### config.mk
export PLATFORM = sky130hd
export DESIGN_NAME = hazard_tracker
export DESIGN_NICKNAME = d
export VERILOG_FILES = /design/src/rtl/cpu_pkg.sv /design/src/rtl/sat_counter.sv /design/src/rtl/hazard_tracker.sv
export SDC_FILE = /design/constraint.sdc
export NUM_CORES = 1
export LEC_CHECK = 0
export ABC_AREA = 0
export BUFFER_PORTS_ARGS = -buffer_cell sky130_fd_sc_hd__buf_2
export CAP_MARGIN = 40
export CORE_ASPECT_RATIO = 1.1
export CORE_MARGIN = 5
export CORE_UTILIZATION = 30
export DETAILED_ROUTE_END_ITERATION = 7
export GPL_ROUTABILITY_DRIVEN = 0
export SLEW_MARGIN = 25
export SYNTH_ARGS = -nofsm -noshare
export SYNTH_HDL_FRONTEND = slang
export SYNTH_HIERARCHICAL = 1
export SYNTH_SLANG_ARGS = --single-unit
### constraint.sdc
create_clock -name clk -period 3.1 [get_ports clk]
set_clock_uncertainty 0.05 [all_clocks]
set_input_delay 0.155 -clock clk [delete_from_list [all_inputs] [get_ports clk]]
set_output_delay 0.155 -clock clk [all_outputs]
set_load 0.005 [all_outputs]
### src/rtl/cpu_pkg.sv
// Shared pipeline types for the CPU: stage-entry record, zero register and bubble entry.
package cpu_pkg;

    localparam int REG_W = 5;
    localparam logic [REG_W-1:0] ZERO_REG = 5'd31;

    typedef struct packed {
        logic             valid;
        logic [REG_W-1:0] rd;
        logic             regwrite;
        logic             memread;
    } stage_entry_t;

    localparam stage_entry_t BUBBLE_ENTRY = '{valid: 1'b0, rd: ZERO_REG, regwrite: 1'b0, memread: 1'b0};

    // True when a source operand is actually read and names the given register.
    function automatic logic src_match(
        input logic             uses,
        input logic [REG_W-1:0] src,
        input logic [REG_W-1:0] rd
    );
        return uses && (src == rd);
    endfunction

endpackage

### src/rtl/sat_counter.sv
// Up-counter that increments when enabled and holds once it reaches all-ones.
module sat_counter #(
    parameter int W = 16
) (
    input  logic         clk,
    input  logic         reset,
    input  logic         en,
    output logic [W-1:0] count
);

    // Count register; asynchronous active-low clear.
    always_ff @(posedge clk or negedge reset) begin
        if (!reset) begin
            count <= '0;
        end else if (en && (count != '1)) begin
            count <= count + 1'b1;
        end else begin
            count <= count;
        end
    end

endmodule

### src/rtl/hazard_tracker.sv
// Shadows EX/MEM/WB destination state for the forwarding unit, detects
// load-use hazards (one-cycle stall + bubble), squashes on flush, counts stalls.
module hazard_tracker #(
    parameter int               REG_W    = cpu_pkg::REG_W,
    parameter logic [REG_W-1:0] ZERO_REG = cpu_pkg::ZERO_REG,
    parameter int               CNT_W    = 16
) (
    input  logic             clk,
    input  logic             reset,
    input  logic             id_valid,
    input  logic [REG_W-1:0] id_rn,
    input  logic [REG_W-1:0] id_rm,
    input  logic             id_uses_rn,
    input  logic             id_uses_rm,
    input  logic [REG_W-1:0] id_rd,
    input  logic             id_regwrite,
    input  logic             id_memread,
    input  logic             flush,
    output logic             stall,
    output logic             bubble,
    output logic [REG_W-1:0] Rd_ID_EX,
    output logic             ID_EX_MemRead,
    output logic [REG_W-1:0] Rd_EX_MEM,
    output logic             EX_MEM_RegWrite,
    output logic [REG_W-1:0] Rd_MEM_WB,
    output logic             MEM_WB_RegWrite,
    output logic [CNT_W-1:0] stall_count
);

    localparam cpu_pkg::stage_entry_t BUBBLE = '{valid: 1'b0, rd: ZERO_REG, regwrite: 1'b0, memread: 1'b0};

    cpu_pkg::stage_entry_t ex_r;
    cpu_pkg::stage_entry_t mem_r;
    cpu_pkg::stage_entry_t wb_r;
    cpu_pkg::stage_entry_t ex_next_s;
    logic                  hazard_s;

    // Load in EX whose result a real ID instruction needs next cycle; XZR never conflicts.
    always_comb begin
        hazard_s = 1'b0;
        if (id_valid && ex_r.valid && ex_r.memread && ex_r.regwrite && (ex_r.rd != ZERO_REG)) begin
            hazard_s = cpu_pkg::src_match(id_uses_rn, id_rn, ex_r.rd)
                    || cpu_pkg::src_match(id_uses_rm, id_rm, ex_r.rd);
        end else begin
            hazard_s = 1'b0;
        end
    end

    // A flushed consumer is discarded anyway, so flush suppresses the stall.
    assign stall  = hazard_s && !flush;
    assign bubble = stall || flush || !id_valid;

    // Next EX entry: bubble or the instruction currently in ID.
    always_comb begin
        ex_next_s = BUBBLE;
        if (bubble) begin
            ex_next_s = BUBBLE;
        end else begin
            ex_next_s = '{valid: 1'b1, rd: id_rd, regwrite: id_regwrite, memread: id_memread};
        end
    end

    // Stage shift register; reset loads the bubble entry everywhere.
    always_ff @(posedge clk or negedge reset) begin
        if (!reset) begin
            ex_r  <= BUBBLE;
            mem_r <= BUBBLE;
            wb_r  <= BUBBLE;
        end else begin
            ex_r  <= ex_next_s;
            mem_r <= ex_r;
            wb_r  <= mem_r;
        end
    end

    assign Rd_ID_EX        = ex_r.rd;
    assign ID_EX_MemRead   = ex_r.valid && ex_r.memread;
    assign Rd_EX_MEM       = mem_r.rd;
    assign EX_MEM_RegWrite = mem_r.valid && mem_r.regwrite;
    assign Rd_MEM_WB       = wb_r.rd;
    assign MEM_WB_RegWrite = wb_r.valid && wb_r.regwrite;

    sat_counter #(
        .W(CNT_W)
    ) u_stall_cnt (
        .clk  (clk),
        .reset(reset),
        .en   (stall),
        .count(stall_count)
    );

endmodule

# Word level (Yosys, flattened, before mapping)
# Cells that the tools add are included.
dict set report totals {
  register_bits 38
  word_cells 34
  output_inout_bits 36
  input_bits 23
}
dict set report classes {
  n_eq_ne 4
  muxes 2
  add_sub_neg 1
  n_reduce_logical 16
}
# op count
set op_table {}
lappend op_table {{adder 16 x 1 -> 16 bit (second input constant)} 1}
lappend op_table {{!= test 16 bit (second input constant)} 1}
lappend op_table {{logical AND 1 bit} 11}
lappend op_table {{== test 5 bit} 2}
lappend op_table {{2-to-1 mux 8 bit} 1}
lappend op_table {{!= test 5 bit (second input constant)} 1}
lappend op_table {{logical OR 1 bit} 3}
lappend op_table {{zero test 1 bit} 2}
lappend op_table {{2-to-1 mux 1 bit} 1}

# Longest topological paths before layout
# Gate-level depths: netlist of run 1.
dict set report depth {
  word_depth 9
  ltp_mapped 8
  mapped_depth_nobuf 8
}

# Hierarchy
# Netlist of run 1, hierarchy kept.
# module seq_area_each_um2 area_per_inst_um2 cells_each n_inst
set modules_own_cells {}
lappend modules_own_cells {hazard_tracker 569.3 940.9 74 1}
lappend modules_own_cells {sat_counter 400.4 859.6 72 1}

# Worst setup path after synthesis of run 1
# Ideal clock, no wire load.
dict set report synth_path {
  path_type {register to register}
  start {reg ex_r, in the netlist Rd_ID_EX[2]}
  end {reg u_stall_cnt.count[14]}
  synth_period_minus_slack_ps 2633
  setup_ps 126
  required_ps 2924
  path_buffers 0
  t_arrival_ps 2457
  stages_incl_launch_ff 9
  path_slack_ps 467
  path_cell_list {dfstp_2 xor2_1 nor4_2 a32oi_2 nor3_1 nand2_1 nor4_4 nand4_1 xnor2_1}
}
dict set report synth_via {
  elab_chain_cells 6
  elab_cells_between_ends 10
  classes_between {eq/ne (3); mux (1); reduce/logical (6)}
}
# item line_no
set synth_rtl {}
lappend synth_rtl {{start, declared} hazard_tracker.sv:32} ;# cpu_pkg::stage_entry_t ex_r;
lappend synth_rtl {{start signal, assigned} hazard_tracker.sv:70} ;# ex_r <= ex_next_s;
lappend synth_rtl {{== test 5 bit} cpu_pkg.sv:22} ;# return uses && (src == rd);
lappend synth_rtl {{logical AND 1 bit} cpu_pkg.sv:22}
lappend synth_rtl {{logical OR 1 bit} hazard_tracker.sv:43} ;# || cpu_pkg::src_match(id_uses_rm, id_rm, ex_r.rd);
lappend synth_rtl {{2-to-1 mux 1 bit (*)} hazard_tracker.sv:41} ;# if (id_valid && ex_r.valid && ex_r.memread && ex_r.regwrite && (ex_r.rd != ZERO_REG)) begin
lappend synth_rtl {{logical AND 1 bit (*)} hazard_tracker.sv:50} ;# assign stall = hazard_s && !flush;
lappend synth_rtl {{via stall} hazard_tracker.sv:19} ;# output logic stall,
lappend synth_rtl {{logical AND 1 bit (*)} sat_counter.sv:15} ;# end else if (en && (count != '1)) begin
lappend synth_rtl {{end signal, assigned} sat_counter.sv:16} ;# count <= count + 1'b1;
lappend synth_rtl {{end signal, assigned} sat_counter.sv:18} ;# count <= count;
lappend synth_rtl {{end, declared} sat_counter.sv:8} ;# output logic [W-1:0] count
# Mark *: on every way through the listed nets, which the timed path passes. The rest lies on a longest branch.
# A chain may end at the register's enable or synchronous reset.

# Worst setup path in the final report of run 1
dict set report layout_path {
  start {reg ex_r, in the netlist Rd_ID_EX[3]}
  end {reg u_stall_cnt.count[5]}
}
dict set report layout_via {
  elab_chain_cells 6
  elab_cells_between_ends 10
  classes_between {eq/ne (3); mux (1); reduce/logical (6)}
}
# item line_no
set layout_rtl {}
lappend layout_rtl {{== test 5 bit} cpu_pkg.sv:22}
lappend layout_rtl {{logical AND 1 bit} cpu_pkg.sv:22}
lappend layout_rtl {{logical OR 1 bit} hazard_tracker.sv:43}
lappend layout_rtl {{2-to-1 mux 1 bit (*)} hazard_tracker.sv:41}
lappend layout_rtl {{logical AND 1 bit (*)} hazard_tracker.sv:50}
lappend layout_rtl {{logical AND 1 bit (*)} sat_counter.sv:15}
# Every way passes the cells marked *; elsewhere a longest branch is shown, timed or not.

==> summary.log, run 1 <==
[synthesis] register area share after synthesis 0.5386
[pwr] worst voltage drop across the vdd grid 0.1677 mV
[global_routing] via count of the first global-routing pass 1343
[synthesis] mapped cell area 0.001800 mm²
[synthesis] largest area contributor in the netlist sky130_fd_sc_hd__dfrtp_1
[finish] diodes inserted 0
[worst_setup_path] R2R Setup Slk 0.53 ns
[global_routing] GRT Residual Overflow 0
[cts] setup bufs post-CTS 0
[cts] clock sink total 38
[sta] total setup violations reported at the end of the flow 0
[run] number of maximum-capacitance violations 0
[pwr] Int Pwr 722.2 µW
[floorplan] Die Area 0.007653 mm²
[synthesis] number of warnings printed during yosys synthesis 6
[hold_path] Cells on Worst Hold Path 3
[place] worst slack after detailed placement 0.5489 ns
[worst_setup_path] data arrival at the endpoint of the critical path 2.69 ns
[synthesis] top-area cell type share of the netlist area 0.3197
[sta] slew at the pin with the worst max-slew slack 0.4371 ns
[finish] Nets 224
[worst_setup_path] path type of the worst setup path flop to flop
[outcome] result of the run complete, no violations
[finish] ratio of cells with drive above 1 in the final layout 0.4776
[sta] highest clock rate 389.7 MHz
[floorplan] overall die height 91.25 µm
[synthesis] Post-synth EDFFs 0
[sta] Final period util 0.8278
[global_routing] initial antenna violation count 0
[sta] summed negative setup slack over all endpoints 0 ns
[drt] routed vias 1273
[drt] antenna-violating nets left 0
[drt] sum of routed wire length over all layers 3869 µm
[hold_path] launch point of the worst hold path id_rd[0]
[sta] Final Critical Period 2.566 ns
[floorplan] effective utilization at floorplan 0.3101
[place] Port Buffers 58
[floorplan] Placeable Area 0.005806 mm²
[pwr] part of the total power dissipated in the clock network 0.376
[hold_path] worst hold path endpoint Rd_ID_EX[0]
[worst_setup_path] Reg2Reg Capture Point u_stall_cnt/count[5]
[pwr] combinational group share of total power 0.065
[worst_setup_path] kind of launch point of the worst setup path flop
[place] Detailed Place HPWL 3006 µm
[synthesis] Syn Area/Cell 12.33 µm²
[cts] CTS tree built
[global_routing] grt met1 use 0.1273
[finish] most frequent cells in the layout sky130_fd_sc_hd__buf_2, sky130_fd_sc_hd__dfrtp_1, sky130_fd_sc_hd__dfstp_2, sky130_fd_sc_hd__xor2_1, sky130_fd_sc_hd__nand4_1
[synthesis] number of distinct library cell variants in the gate-level netlist after synthesis 38
[global_routing] met2 Use GR 0.1837
[global_routing] global-route wire length before repair 6589 µm
[pwr] switching component of the power 210.0 µW
[synthesis] number of storage elements in the synthesis netlist 38
[synthesis] Async SR Flop Fraction 1.000
[drt] routed via count divided by cell count 4.579
[worst_setup_path] Reg2Reg Depth 9
[sta] Fin. Hold Viols 0
[global_routing] maximum number of pins on one net before global-route repair 24
[pwr] part of the power in registers 0.558
[worst_setup_path] largest fanout of any net on the critical path 10
[cts] number of levels in the clock H-tree 2
[global_routing] most heavily used metal layer in global routing met2
[synthesis] top_reg_cell synth sky130_fd_sc_hd__dfrtp_1
[worst_setup_path] startpoint of the lowest-slack register-to-register path Rd_ID_EX[3]
[finish] most common cell after layout, fill and taps aside sky130_fd_sc_hd__buf_2
[drt] Initial DRC Count 55
[sta] Worst slew margin 0.7086
[worst_setup_path] Worst Setup End Kind flop
[synthesis] cell count after synthesis 146
[sta] pins over their slew limit 0
[cts] CTS buffer count 5
[cts] deepest clock path buffer count 2
[cts] clock slew at the register clock pins of the worst setup and hold paths 0.08 ns
[synthesis] cell types occupying the most area after synthesis sky130_fd_sc_hd__dfrtp_1, sky130_fd_sc_hd__dfstp_2, sky130_fd_sc_hd__buf_4
[drt] drc violations 0
[floorplan] I/O Pins 59
[hold_path] worst min path class input pin to flop
[drt] detailed-route wire length per cell 13.92 µm
[pwr] leakage power 0.001056 µW
[synthesis] Synth Net Count 170
[drt] first drt pass iteration count 4
[floorplan] Core Rows 29
[pwr] switching part of the total 0.2253
[sta] worst setup margin 0.5338 ns
[global_routing] overall routing resource usage 0.1091
[pwr] total power per unit cell area 419.5 mW/mm²
[finish] area growth from synthesis to layout 23.42%
[floorplan] die outline width 83.87 µm
[sta] setup repair after global routing missed its margin false
[cts] root buffer cell sky130_fd_sc_hd__clkbuf_8
[worst_setup_path] required arrival time at the worst endpoint 3.22 ns
[cts] Skew-Pair Late Insertion Delay 0.28 ns
[global_routing] met3 track utilization from global routing 0.03982
==> state kept, by name, summed over array words and instances, names as in the netlist <==
name and count:
Rd_EX_MEM 5, mem_r 2, ex_r 3, Rd_MEM_WB 5
wb_r 2, u_stall_cnt/count 16, Rd_ID_EX 5
==> cells in the mapped netlist (2+ instances only) <==
| master | n |
|---|---|
| sky130_fd_sc_hd__o211a_1 | 2 |
| sky130_fd_sc_hd__o21ai_0 | 7 |
| sky130_fd_sc_hd__nor4_4 | 2 |
| sky130_fd_sc_hd__a31oi_1 | 3 |
| sky130_fd_sc_hd__nand4_1 | 8 |
| sky130_fd_sc_hd__xor2_1 | 10 |
| sky130_fd_sc_hd__nand3_1 | 6 |
| sky130_fd_sc_hd__and2_1 | 4 |
| sky130_fd_sc_hd__nor2_1 | 7 |
| sky130_fd_sc_hd__nand2_1 | 5 |
| sky130_fd_sc_hd__xnor2_1 | 7 |
| sky130_fd_sc_hd__a21oi_1 | 3 |
| sky130_fd_sc_hd__o21a_1 | 6 |
| sky130_fd_sc_hd__dfstp_2 | 15 |
| sky130_fd_sc_hd__buf_4 | 15 |
| sky130_fd_sc_hd__and3_1 | 2 |
| sky130_fd_sc_hd__dfrtp_1 | 23 |
==> stage by stage <==
| stage | std cells | cell area, µm² | hold slack (ns) | util | total power (µW) |
|---|---|---|---|---|---|
| 2_1_floorplan | 146 | 1800 | -0.1906 | - | 557.8 |
| 3_3_place_gp | 268 | 2090 | 0.2664 | 0.3599 | 586.8 |
| 3_5_place_dp | 269 | 2117 | 0.05188 | 0.3647 | 591.3 |
| 4_1_cts | 278 | 2222 | 0.01928 | 0.3828 | 951.1 |
| 5_1_grt | 278 | 2222 | 0.01832 | 0.3828 | 988.6 |
| 6_report | 278 | 2222 | 0.02349 | 0.3828 | 932.1 |
==> worst max-delay path by stage <==
stage / slack (ns) / to / from
floorplan: 0.47 / u_stall_cnt/count[14] / Rd_ID_EX[2]
global placement: 0.54 / u_stall_cnt/count[7] / Rd_ID_EX[3]
detailed placement: 0.55 / u_stall_cnt/count[5] / Rd_ID_EX[3]
CTS: 0.53 / u_stall_cnt/count[5] / Rd_ID_EX[3]
global route: 0.29 / u_stall_cnt/count[7] / Rd_ID_EX[3]
finish: 0.53 / u_stall_cnt/count[5] / Rd_ID_EX[3]
==> power groups by stage <==
stage / Combinational, µW / Clock, µW / Sequential, µW
6_report: 60.9 / 351 / 520
5_1_grt: 69.1 / 397 / 522
4_1_cts: 63.0 / 368 / 521
3_5_place_dp: 61.7 / 0 / 530
3_3_place_gp: 57.7 / 0 / 529
2_1_floorplan: 30.0 / 0 / 528
==> repair_timing <==
action	in CTS	in global routing
gates resized for setup	0	0
hold endpoints to repair	12	0
hold buffers	1	0
==> logic make-up after synthesis <==
kind of cell,synth area share
AND/OR/NAND/NOR,0.1939
multiplexers,0.006254
buffers and inverters,0.06254
flip-flops,0.5386
AO/OA/AOI/OAI,0.1091
adder cells (fa/ha/maj),0.006948
XOR/XNOR,0.08269
==> cell type report <==
class	instances	area (µm²)
clock buffer	6	82.58
clock inverter	2	12.51
fill	592	3583
multi-input combinational	93	718.2
sequential	38	969.7
tap	77	96.34
timing repair buffer	62	342.8
==> metal layers <==
| metal | up-vias | wire length, µm | share of wire |
|---|---|---|---|
| li1 | 626 | - | - |
| met1 | 616 | 1629 | 0.42 |
| met2 | 29 | 2033 | 0.53 |
| met3 | 2 | 165 | 0.043 |
| met4 | 0 | 40 | 0.010 |
| met5 | - | 0 | 0 |
==> worst max-delay path: stages, from the launching register on <==
cell and delay (ns):
sky130_fd_sc_hd__dfstp_2 0.59, sky130_fd_sc_hd__xor2_1 0.08, sky130_fd_sc_hd__nor4_1 0.38, sky130_fd_sc_hd__a32oi_2 0.21, sky130_fd_sc_hd__nor3_1 0.24, sky130_fd_sc_hd__buf_4 0.18
sky130_fd_sc_hd__and3_1 0.25, sky130_fd_sc_hd__and4_2 0.27, sky130_fd_sc_hd__o211ai_1 0.09, sky130_fd_sc_hd__o21a_1 0.12
(Power assumes the default switching activity.)
==> inputs of run 2 (changes only) <==
==> constraint.sdc (replaced) <==
create_clock -name clk -period 2.3 [get_ports clk]
set_clock_uncertainty 0.05 [all_clocks]
set_input_delay 0.115 -clock clk [delete_from_list [all_inputs] [get_ports clk]]
set_output_delay 0.115 -clock clk [all_outputs]
set_load 0.005 [all_outputs]
==> summary.log, run 2 (synthesis results as in run 1) <==
[drt] routed via count divided by cell count 4.641 [+1.4%]
[drt] first drt pass iteration count 4 [unchanged]
[finish] non-filler instance count after layout 290 [+4.3%]
[worst_setup_path] required arrival time at the worst endpoint 2.42 ns [-0.80 ns]
[sta] worst setup margin -0.0009968 ns [-0.5348 ns]
[pwr] Int Pwr 1114 µW [+54%]
[worst_setup_path] data arrival at the endpoint of the critical path 2.42 ns [-0.27 ns]
[sta] setup repair after global routing missed its margin true
[cts] deepest clock path buffer count 2 [unchanged]
[sta] highest clock rate 434.6 MHz [+12%]
[place] Placed Cells incl. Taps 272 [+1.1%]
[cts] CTS tree built
[cts] root buffer cell sky130_fd_sc_hd__clkbuf_8
[sta] Worst slew margin 0.7388 [+0.03019]
[worst_setup_path] largest fanout of any net on the critical path 5 [-5]
[finish] most flop-heavy register u_stall_cnt/count
[pwr] switching component of the power 289.7 µW [+38%]
[pwr] switching part of the total 0.2063 [-0.01892]
[worst_setup_path] Reg2Reg Depth 8 [-1]
[worst_setup_path] Worst Setup End Kind flop
[place] Port Buffers 58 [unchanged]
[floorplan] Die Area 0.007653 mm² [unchanged]
[floorplan] Core Rows 29 [unchanged]
[global_routing] global-route wire length before repair 6686 µm [+1.5%]
[outcome] result of the run finished, violations left
[finish] Nets 236 [+5.4%]
[floorplan] die outline width 83.87 µm [unchanged]
[finish] most frequent cells in the layout sky130_fd_sc_hd__buf_2, sky130_fd_sc_hd__dfrtp_1, sky130_fd_sc_hd__dfstp_2, sky130_fd_sc_hd__xor2_1, sky130_fd_sc_hd__nand4_1
[floorplan] Placeable Area 0.005806 mm² [unchanged]
[outcome] violated checks negative setup slack
[pwr] worst voltage drop across the vdd grid 0.2709 mV [+62%]
[cts] Skew-Pair Late Insertion Delay 0.29 ns [about the same]
[finish] most common cell after layout, fill and taps aside sky130_fd_sc_hd__buf_2
[global_routing] maximum number of pins on one net before global-route repair 39 [+63%]
[hold_path] Cells on Worst Hold Path 3 [unchanged]
[drt] drc violations 0 [unchanged]
[global_routing] via count of the first global-routing pass 1379 [+2.7%]
[cts] clock slew at the register clock pins of the worst setup and hold paths 0.07 ns [about the same]
[worst_setup_path] path type of the worst setup path flop to flop
[finish] ratio of cells with drive above 1 in the final layout 0.5117 [+0.03413]
[cts] clock sink total 38 [unchanged]
[global_routing] initial antenna violation count 0 [unchanged]
[cts] number of levels in the clock H-tree 2 [unchanged]
[sta] pins over their slew limit 0 [unchanged]
[pwr] part of the power in registers 0.499 [-0.059]
[sta] total setup violations reported at the end of the flow 1 [+1]
[pwr] Tot Pwr 1404 µW [+51%]
[drt] antenna-violating nets left 0 [unchanged]
[global_routing] overall routing resource usage 0.1079 [-0.001181]
[pwr] part of the total power dissipated in the clock network 0.434 [+0.058]
[floorplan] effective utilization at floorplan 0.3101 [unchanged]
[drt] detailed-route wire length per cell 13.77 µm [-1.1%]
[drt] routed vias 1346 [+5.7%]
[floorplan] overall die height 91.25 µm [unchanged]
[sta] Final period util 1.000 [+0.1726]
[pwr] total power per unit cell area 584.5 mW/mm² [+39%]
[run] number of maximum-capacitance violations 0 [unchanged]
[finish] diodes inserted 0 [unchanged]
[drt] Initial DRC Count 61 [+11%]
[finish] final instance area 0.002402 mm² [+8.1%]
[place] total cell area at the placement stage 0.002137 mm² [+0.95%]
[finish] area growth from synthesis to layout 33.43%
[sta] slew at the pin with the worst max-slew slack 0.3909 ns [-0.04623 ns]
[cts] CTS buffer count 5 [unchanged]
[drt] sum of routed wire length over all layers 3992 µm [+3.2%]
[sta] Final Critical Period 2.301 ns [-0.2652 ns]
[sta] Fin. Hold Viols 0 [unchanged]
[pwr] combinational group share of total power 0.067 [+0.002]
[hold_path] worst min path class input pin to flop
[place] Detailed Place HPWL 3014 µm [+0.25%]
[worst_setup_path] kind of launch point of the worst setup path flop
[global_routing] GRT Residual Overflow 0 [unchanged]
[floorplan] I/O Pins 59 [unchanged]
[finish] number of flip-flops under the largest register name 16 [unchanged]
[pwr] leakage power 0.001141 µW [+8.1%]
[worst_setup_path] R2R Setup Slk -0.001 ns [-0.53 ns]
run 2: final timing paths:
path,start,to
worst min-delay path,id_rd[4],Rd_ID_EX[4]
min in group asynchronous,reset,u_stall_cnt/count[14]
worst max register to register,Rd_ID_EX[1],u_stall_cnt/count[15]
max in group asynchronous,reset,Rd_MEM_WB[4]
worst min register to register,Rd_EX_MEM[1],Rd_MEM_WB[1]
worst max-delay path,Rd_ID_EX[1],u_stall_cnt/count[15]
run 2: worst max-delay path, stage by stage, from the launching register on:
cell,delay (ns)
sky130_fd_sc_hd__dfstp_2,0.58
sky130_fd_sc_hd__xor2_1,0.09
sky130_fd_sc_hd__nor4_2,0.27
sky130_fd_sc_hd__a32oi_2,0.18
sky130_fd_sc_hd__nor3_4,0.31
sky130_fd_sc_hd__nand4_1,0.19
sky130_fd_sc_hd__nor4_4,0.23
sky130_fd_sc_hd__and4b_1,0.23
sky130_fd_sc_hd__a21oi_1,0.07
run 2: what timing repair did:
item,4_1_cts,5_1_grt
setup buffers,0,3
hold endpoints to repair,28,0
endpoints found under the setup margin,3,10
resized for setup,1,7
hold buffers,6,0
pin swaps,1,3
run 2: power groups by stage:
stage               registers (µW)  clock network, µW  logic, µW
floorplan                      711                  0       40.7
global placement               712                  0       82.2
detailed placement             713                  0       82.9
CTS                            701                630       92.3
global route                   703                651        105
finish                         700                610       94.2
run 2: metrics by stage:
stage               hold slack, ns    util  setup WS [ns]     TNS, ns
finish                    0.009887  0.4138     -0.0009968  -0.0009968
global route               0.01199  0.4138        -0.1352     -0.6753
CTS                       0.001658  0.4024      -0.004555   -0.004555
detailed placement          0.2173  0.3681       -0.01407    -0.03276
global placement            0.2073  0.3681        0.05418           0
floorplan                  -0.2306       -       -0.02149    -0.04913
run 2: area by class of cell:
| class | count | area, µm² |
|---|---|---|
| sequential | 38 | 969.7 |
| clock buffer | 8 | 132.6 |
| timing repair buffer | 74 | 451.7 |
| tap | 77 | 96.34 |
| multi-input combinational | 93 | 752.0 |
| fill | 580 | 3403 |
run 2: per-layer routing:
metal	vias up	share of wire	global-route usage	wire length (µm)
li1	654	-	-	-
met1	665	0.42	0.1311	1666
met2	22	0.52	0.1771	2074
met3	5	0.042	0.02896	166
met4	0	0.021	0.05228	84
met5	-	0	0	0
==> inputs of run 3 (changes only) <==
--- a/config.mk
+++ b/config.mk
@@ -13,6 +13,7 @@
 export CORE_UTILIZATION = 30
 export DETAILED_ROUTE_END_ITERATION = 7
 export GPL_ROUTABILITY_DRIVEN = 0
+export PLACE_DENSITY = 0.56
 export SLEW_MARGIN = 25
 export SYNTH_ARGS = -nofsm -noshare
 export SYNTH_HDL_FRONTEND = slang
==> summary.log, run 3 (synthesis results as in run 1) <==
[outcome] result of the run complete, no violations
[drt] drc violations 0 [unchanged]
[finish] number of flip-flops under the largest register name 16 [unchanged]
[cts] CTS buffer count 5 [unchanged]
[pwr] worst voltage drop across the vdd grid 0.2034 mV [-25%]
[hold_path] worst min path class input pin to flop
[cts] Skew-Pair Late Insertion Delay 0.28 ns [about the same]
[cts] clock sink total 38 [unchanged]
[place] Detailed Place HPWL 3099 µm [+2.8%]
[global_routing] via count of the first global-routing pass 1343 [-2.6%]
[floorplan] Die Area 0.007653 mm² [unchanged]
[drt] routed vias 1376 [+2.2%]
[worst_setup_path] Slowest Stage Delay on Critical Path 0.56 ns [-0.02 ns]
[worst_setup_path] Reg2Reg Capture Point u_stall_cnt/count[15]
[sta] Worst slew margin 0.6234 [-0.1154]
[finish] diodes inserted 0 [unchanged]
[place] Port Buffers 58 [unchanged]
[worst_setup_path] Critical Path End u_stall_cnt/count[15]
[floorplan] I/O Pins 59 [unchanged]
[pwr] switching component of the power 281.7 µW [-2.8%]
[global_routing] GRT Residual Overflow 0 [unchanged]
[worst_setup_path] R2R Setup Slk 0.03 ns [+0.03 ns]
[floorplan] die outline width 83.87 µm [unchanged]
[finish] final instance area 0.002381 mm² [-0.89%]
[finish] area growth from synthesis to layout 32.24%
[worst_setup_path] required arrival time at the worst endpoint 2.42 ns [about the same]
[sta] highest clock rate 441.0 MHz [+1.5%]
[worst_setup_path] data arrival at the endpoint of the critical path 2.39 ns [-0.03 ns]
[sta] Final Critical Period 2.267 ns [-0.03368 ns]
[hold_path] launch point of the worst hold path id_memread
[sta] setup repair after global routing missed its margin true
[sta] pins over their slew limit 0 [unchanged]
[sta] slew at the pin with the worst max-slew slack 0.5650 ns [+0.1741 ns]
[cts] deepest clock path buffer count 2 [unchanged]
[global_routing] overall routing resource usage 0.1116 [+0.003639]
[sta] Fin. Hold Viols 0 [unchanged]
[finish] count of fill cells added during filler insertion 570 [-1.7%]
[pwr] Tot Pwr 1235 µW [-12%]
[cts] CTS tree built
[floorplan] Placeable Area 0.005806 mm² [unchanged]
[worst_setup_path] Worst Setup End Kind flop
[drt] Initial DRC Count 30 [-51%]
[worst_setup_path] cell type of the slowest stage on the worst timing path sky130_fd_sc_hd__dfstp_2
[drt] antenna-violating nets left 0 [unchanged]
[drt] routed via count divided by cell count 4.680 [+0.84%]
[worst_setup_path] largest fanout of any net on the critical path 5 [unchanged]
[finish] multi-input gate area in the final layout 755.7 µm² [+0.50%]
[worst_setup_path] series of cell instances along the critical path xor2_1 > nor4_2 > a32oi_2 > nor3_4 > nand4_1 > nor4_4 > and4b_1 > a21oi_1
[pwr] Int Pwr 953.1 µW [-14%]
[finish] most flop-heavy register u_stall_cnt/count
[finish] most common cell after layout, fill and taps aside sky130_fd_sc_hd__buf_2
[pwr] switching part of the total 0.2282 [+0.02182]
[floorplan] overall die height 91.25 µm [unchanged]
[finish] Nets 240 [+1.7%]
[sta] Final period util 0.9858 [-0.01464]
[global_routing] global-route wire length before repair 6837 µm [+2.3%]
[worst_setup_path] start point of the critical path Rd_ID_EX[0]
[place] total cell area at the placement stage 0.002180 mm² [+2.0%]
[finish] most frequent cells in the layout sky130_fd_sc_hd__buf_2, sky130_fd_sc_hd__dfrtp_1, sky130_fd_sc_hd__dfstp_2, sky130_fd_sc_hd__buf_4, sky130_fd_sc_hd__xor2_1
[pwr] part of the total power dissipated in the clock network 0.354 [-0.080]
[worst_setup_path] kind of launch point of the worst setup path flop
[worst_setup_path] Reg2Reg Depth 8 [unchanged]
[sta] total setup violations reported at the end of the flow 0 [-1]
[worst_setup_path] startpoint of the lowest-slack register-to-register path Rd_ID_EX[0]
[cts] clock slew at the register clock pins of the worst setup and hold paths 0.07 ns [about the same]
[finish] Register Area 969.7 µm² [unchanged]
[sta] summed negative setup slack over all endpoints 0 ns [+0.0009968 ns]
[global_routing] maximum number of pins on one net before global-route repair 25 [-36%]
[pwr] total power per unit cell area 518.6 mW/mm² [-11%]
[floorplan] Core Rows 29 [unchanged]
[pwr] combinational group share of total power 0.080 [+0.013]
[finish] post-layout utilization of the core 0.4101 [-0.003664]
[drt] detailed-route wire length per cell 13.91 µm [+1.0%]
[finish] ratio of cells with drive above 1 in the final layout 0.5161 [+0.004392]
[pwr] part of the power in registers 0.566 [+0.067]
[worst_setup_path] path type of the worst setup path flop to flop
[pwr] leakage power 0.001150 µW [+0.79%]
[drt] first drt pass iteration count 4 [unchanged]
[cts] root buffer cell sky130_fd_sc_hd__clkbuf_8
[global_routing] initial antenna violation count 0 [unchanged]
[floorplan] effective utilization at floorplan 0.3101 [unchanged]
[run] number of maximum-capacitance violations 0 [unchanged]
[drt] sum of routed wire length over all layers 4089 µm [+2.4%]
[cts] number of levels in the clock H-tree 2 [unchanged]
## run 3: cell types whose count changed in the layout (fill, tap and decap cells not counted), sizes merged
cell | previous run | this run
clkbuf | 8 | 6
buf | 68 | 73
clkinv | 0 | 2
dlygate4sd3 | 6 | 5
## run 3: worst min path at each step
stage | to | cells after the start
after floorplan | ex_r[0] | 0
after global placement | wb_r[7] | 1
after detailed placement | mem_r[7] | 1
after CTS | ex_r[0] | 2
after global routing | ex_r[0] | 2
final | ex_r[0] | 2
## run 3: power groups by stage
stage,registers (µW),logic (µW),clock network [µW]
3_5_place_dp,711,91.3,0
2_1_floorplan,711,40.7,0
4_1_cts,699,98.4,457
3_3_place_gp,711,86.0,0
6_report,699,98.8,437
5_1_grt,701,111,484
## run 3: worst max-delay path: cells and delay by family, from the launching register on
family / cells / cell delay (ns)
flip-flops: 1 / 0.56
AND/OR/NAND/NOR: 5 / 1.22
AO/OA/AOI/OAI: 2 / 0.24
XOR/XNOR: 1 / 0.08
## run 3: metal layers
| layer | vias to the layer above | track usage | share of wire |
|---|---|---|---|
| li1 | 664 | - | - |
| met1 | 638 | 0.1545 | 0.47 |
| met2 | 68 | 0.1658 | 0.42 |
| met3 | 6 | 0.04072 | 0.097 |
| met4 | 0 | 0.02815 | 0.0098 |
| met5 | - | 0 | 0 |
## run 3: cell type report
type | count | area share
well taps | 77 | 0.04046
flip-flops and latches | 38 | 0.4073
repair buffers | 78 | 0.2002
clock inverters | 2 | 0.004204
multi-input cells | 93 | 0.3174
clock buffers | 6 | 0.03048
## run 3: timing repair
item / in CTS / in global routing
setup endpoints to repair: 4 / 12
hold endpoints to repair: 13 / 0
gates cloned: 0 / 0
hold buffers: 5 / 0
pin swaps: 1 / 3
gates resized for setup: 0 / 7
setup buffers: 1 / 5
## run 3: through the flow
step	hold slack [ns]	cells	worst slack (ns)
final	0.009994	294	0.03268
after global routing	0.003006	294	-0.1293
after CTS	0.0002377	289	0.003480
after detailed placement	0.09066	275	-0.02128
after global placement	0.2201	274	0.02214
after floorplan	-0.2306	146	-0.02149
